<file path="config.mk">
export PLATFORM = sky130hd
export DESIGN_NAME = sign_extend
export DESIGN_NICKNAME = d
export VERILOG_FILES = /design/src/rtl/sign_extend_pkg.sv /design/src/rtl/sign_extend_core.sv /design/src/rtl/sign_extend.sv
export SDC_FILE = /design/constraint.sdc
export NUM_CORES = 1
export LEC_CHECK = 0
export CAP_MARGIN = 10
export CORE_MARGIN = 10
export CORE_UTILIZATION = 45
export DETAILED_ROUTE_END_ITERATION = 6
export GPL_TIMING_DRIVEN = 0
export HOLD_SLACK_MARGIN = 0.02
export PLACE_DENSITY = 0.79
export SYNTH_ARGS = -nofsm -noshare
export SYNTH_HDL_FRONTEND = slang
export SYNTH_SLANG_ARGS = --single-unit
</file>
<file path="constraint.sdc">
create_clock -name clk -period 1.95 [get_ports clk]
set_clock_uncertainty 0.05 [all_clocks]
set_input_delay 0.4875 -clock clk [delete_from_list [all_inputs] [get_ports clk]]
set_output_delay 0.4875 -clock clk [all_outputs]
set_load 0.01 [all_outputs]
</file>
<file path="src/rtl/sign_extend_pkg.sv">
// sign_extend_pkg: Extop encodings and widths shared by decoder and extension unit
package sign_extend_pkg;
   localparam int IMM_W = 24;
   localparam int XLEN = 32;
   typedef enum logic [1:0] {
      EXT_ZERO24 = 2'b00,
      EXT_SIGN24 = 2'b01,
      EXT_BRANCH = 2'b10,
      EXT_SIGN12 = 2'b11
   } extop_e;
endpackage

</file>
<file path="src/rtl/sign_extend_core.sv">
// sign_extend_core: combinational immediate extension mode mux
module sign_extend_core
   import sign_extend_pkg::*;
(
   input  logic [IMM_W-1:0] imm,
   input  logic [1:0]       Extop,
   output logic [XLEN-1:0]  ext
);
   always_comb begin
      ext = (Extop == EXT_ZERO24) ? {8'h00, imm} :
            (Extop == EXT_SIGN24) ? {{8{imm[23]}}, imm} :
            (Extop == EXT_BRANCH) ? {{6{imm[23]}}, imm, 2'b00} :
                                    {{20{imm[11]}}, imm[11:0]};
   end
endmodule

</file>
<file path="src/rtl/sign_extend.sv">
// sign_extend: registered 24-to-32-bit immediate extension for the decode path
module sign_extend
   import sign_extend_pkg::*;
(
   input  logic             clk,
   input  logic             rst_n,
   input  logic [IMM_W-1:0] imm,
   input  logic [1:0]       Extop,
   input  logic             in_valid,
   output logic [XLEN-1:0]  imm32,
   output logic             out_valid
);
   logic [XLEN-1:0] ext;
   sign_extend_core u_core (
      .imm   (imm),
      .Extop (Extop),
      .ext   (ext)
   );
   always_ff @(posedge clk or negedge rst_n) begin
      if (!rst_n) begin
         imm32     <= '0;
         out_valid <= 1'b0;
      end else begin
         out_valid <= in_valid;
         if (in_valid) imm32 <= ext;
      end
   end
endmodule

</file>
==> run_results.csv <==
group,metric,value,unit
synth,yosysWarnings,0,
final_layout,instances_no_fill,266,
detailed_routing,ant_nets,0,
final_layout,seqCellArea,677,um^2
pwr,leakage,0.00101,uW
pwr,ir_drop,0.354,mV
final_layout,multiInputGateArea,689,um^2
pwr,clkPwrFrac,18.3,%
synth,synthCells,153,
detailed_routing,via_per_inst,5.26,
synth,ys_ff_latch,27,
floorplanning,start_util,46.9,%
floorplanning,io_pins,62,
detailed_routing,dr.first_iter.drc_count,87,
grt,antenna_found_initial,0,
placement,placed_cells,258,
cts,cts.sink_count,27,
min_path,hold_path.class,"in -> reg",
synth,yosys.area.top_type_share,42.8,%
run,maxCapViolCount,0,
timing,rsz0062_at_grt,"false",
pwr,p_comb_share,34.9,%
worst_setup_path,cp-end-kind,"output port",
pwr,p_int,985,uW
worst_setup_path,r2r_start,"imm32[30]$_DFFE_PN0P_",
final_layout,nFillCells,303,
placement,gp_congestion,0.783,
status,status,"complete, no violations",
detailed_routing,drc_errors,0,
placement,pre_cts_slack,-0.0702,ns
floorplanning,die-area,0.00627,mm^2
cts,cts_tree,"yes",
timing,setup_ws,0.0590,ns
timing,period_needed,1.89,ns
grt,gr-total-overflow,0,
worst_setup_path,start_kind,"flip-flop",
synth,synth_area,0.00158,mm^2
timing,slew_violations,0,
cts,cts_root_buf,"clkbuf_4",
grt,grt_max_degree,28,
worst_setup_path,r2r_slack,0.89,ns
floorplanning,dieWidth,79.2,um
min_path,worstHoldStart,"Extop[1]",
floorplanning,num_rows,21,
grt,track_usage,14.8,%
placement,portBuffers,59,
pwr,seq_power_share,46.7,%
final_layout,utilization,68.0,%
detailed_routing,routedWlPerCell,17.6,um
placement,hpwl,3510,um
floorplanning,die_height,79.2,um
worst_setup_path,crit_arrival,1.35,ns
pwr,swShare,30.1,%
final_layout,drive_above_1_share,15.0,%
synth,syn_avg_cell_area,10.3,um^2
worst_setup_path,cp_data_required_time,1.41,ns
worst_setup_path,reg2reg_to,"imm32[30]$_DFFE_PN0P_",
final_layout,n_antenna_cell,0,
synth,yosysSeqAreaShare,42.8,%
timing,tightestPinTransition,0.672,ns
synth,synth_top_cell_by_area,"dfrtp_1",
worst_setup_path,r2r_cells,4,
floorplanning,coreArea,0.00336,mm^2
timing,tns,0,ns
cts,clk_pin_slew,0.15,ns
timing,setup_viol,0,
detailed_routing,num_vias,1398,
synth,mappedNetlistNets,182,
final_layout,syn_to_final_growth,45.0,%
grt,first_global_vias,1440,
cts,clk_latency,0.34,ns
worst_setup_path,crit_type,"reg -> out",
timing,fin_crit_sh,97.0,%
pwr,cellPowerDensity,616,mW/mm^2
cts,cts_buffers,3,
detailed_routing,dr.pass1.iters,5,
cts,cts_buffer_depth,2,
min_path,hold_end,"imm32[19]$_DFFE_PN0P_",
synth,synthTopCellsByArea,"dfrtp_1, mux2i_1, o221ai_1, nand4b_1, nand3b_1",
detailed_routing,drt-total-wl,4670,um
worst_setup_path,worstPathMaxFanout,6,
timing,slew_headroom,55.1,%
pwr,switchingPower,424,uW
timing,hold_viol,0,
cts,htreeDepth,1,
timing,holdWs,0.456,ns
min_path,min_path_cells,3,
synth,synth_cell_types,23,
timing,fmax,529,MHz
grt,grt_pass1_wl,7550,um
final_layout,fin_nets,250,
layer usage:
metal | routed length [um] | up-vias | track usage, %
met1 | 1960 | 679 | 17.7
li1 | - | 674 | -
met2 | 2320 | 40 | 24.4
met4 | 74 | 0 | 6.45
met3 | 318 | 5 | 3.60
met5 | 0 | - | 0
synth_stat cells (all sizes together):
cell     n
nand2   15
nor2b    1
buf     18
nor2     1
nand3b  11
o221ai  12
nand2b  12
nand4b  11
dfrtp   27
o211ai  11
inv     13
o22ai    2
a21oi    1
clkbuf   4
xnor2    1
mux2i   13
layout make-up:
type	count	share of cell area, %
Buffer	22	7.17
Clock buffer	4	1.15
Inverter	13	2.13
Multi-Input combinational cell	91	30.1
Sequential cell	27	29.6
Tap cell	46	2.52
Timing Repair Buffer	63	27.3
worst max-delay path by stage:
| stage | start | endpoint | slack, ns | cells past startpoint |
|---|---|---|---|---|
| after floorplan | Extop[0] | imm32[21]$_DFFE_PN0P_ | 0.74 | 4 |
| after global placement | rst_n | imm32[5]$_DFFE_PN0P_ | -0.04 | 1 |
| after detailed placement | rst_n | imm32[4]$_DFFE_PN0P_ | -0.07 | 1 |
| after CTS | imm32[30]$_DFFE_PN0P_ | imm32[27] | 0.05 | 3 |
| after global routing | imm32[30]$_DFFE_PN0P_ | imm32[30] | 0.006 | 3 |
| final | imm32[30]$_DFFE_PN0P_ | imm32[26] | 0.06 | 3 |
through the flow:
stage / area [um^2] / total power [uW]
after floorplan: 1580 / 884
after global placement: 2230 / 1150
after detailed placement: 2230 / 1160
after CTS: 2270 / 1410
after global routing: 2290 / 1480
final: 2290 / 1410
repair_timing:
item / 4_1_cts / 5_1_grt
gates resized for setup: 7 / 2
hold buffers: 0 / 0
pin swaps: 0 / 0
buffers inserted: 3 / 0
setup endpoints to repair: 7 / 2
hold endpoints to repair: 0 / 0
cell usage in the layout (no fill, tap or decap):
cell / count
clkdlybuf4s50_1: 52
dfrtp_1: 26
nand2_1: 14
mux2i_1: 13
inv_1: 13
nand2b_1: 12
o221ai_1: 12
buf_4: 11
nand3b_1: 11
nand4b_1: 11
o211ai_1: 8
buf_2: 7
dlygate4sd2_1: 5
clkbuf_1: 3
o211ai_2: 3
clkbuf_4: 3
buf_6: 2
o22ai_1: 2
nand2_2: 1
clkbuf_8: 1
buf_12: 1
nor2_1: 1
a21oi_1: 1
nor2b_4: 1
clkbuf_2: 1
xnor2_1: 1
dfrtp_2: 1
buf_8: 1
dlymetal6s2s_1: 1
clkdlybuf4s15_1: 1
power by group through the flow:
stage | Combinational [uW] | Clock, uW | Sequential (uW)
5_1_grt | 531 | 280 | 668
2_1_floorplan | 186 | 0 | 698
4_1_cts | 495 | 257 | 660
3_3_place_gp | 482 | 0 | 667
3_5_place_dp | 491 | 0 | 672
6_report | 492 | 258 | 659
cells by family (layout without fill, tap and decap cells):
group / after synthesis / count (layout) / synth area share [%]
XOR/XNOR: 1 / 1 / 0.555
AND/OR/NAND/NOR: 51 / 51 / 20.9
flip-flops: 27 / 27 / 42.8
buffers and inverters: 35 / 102 / 13.5
AO/OA/AOI/OAI: 26 / 26 / 14.0
multiplexers: 13 / 13 / 8.25
state kept, by name (all words and copies together), names as in the netlist:
name,flops
out_valid,1
imm32,26
worst max-delay path: stages (launching register included):
cell and delay, ns:
dfrtp_2 0.47, buf_4 0.14, buf_4 0.11, dlygate4sd2_1 0.28
No activity file was read; power rests on OpenSTA's default activity.
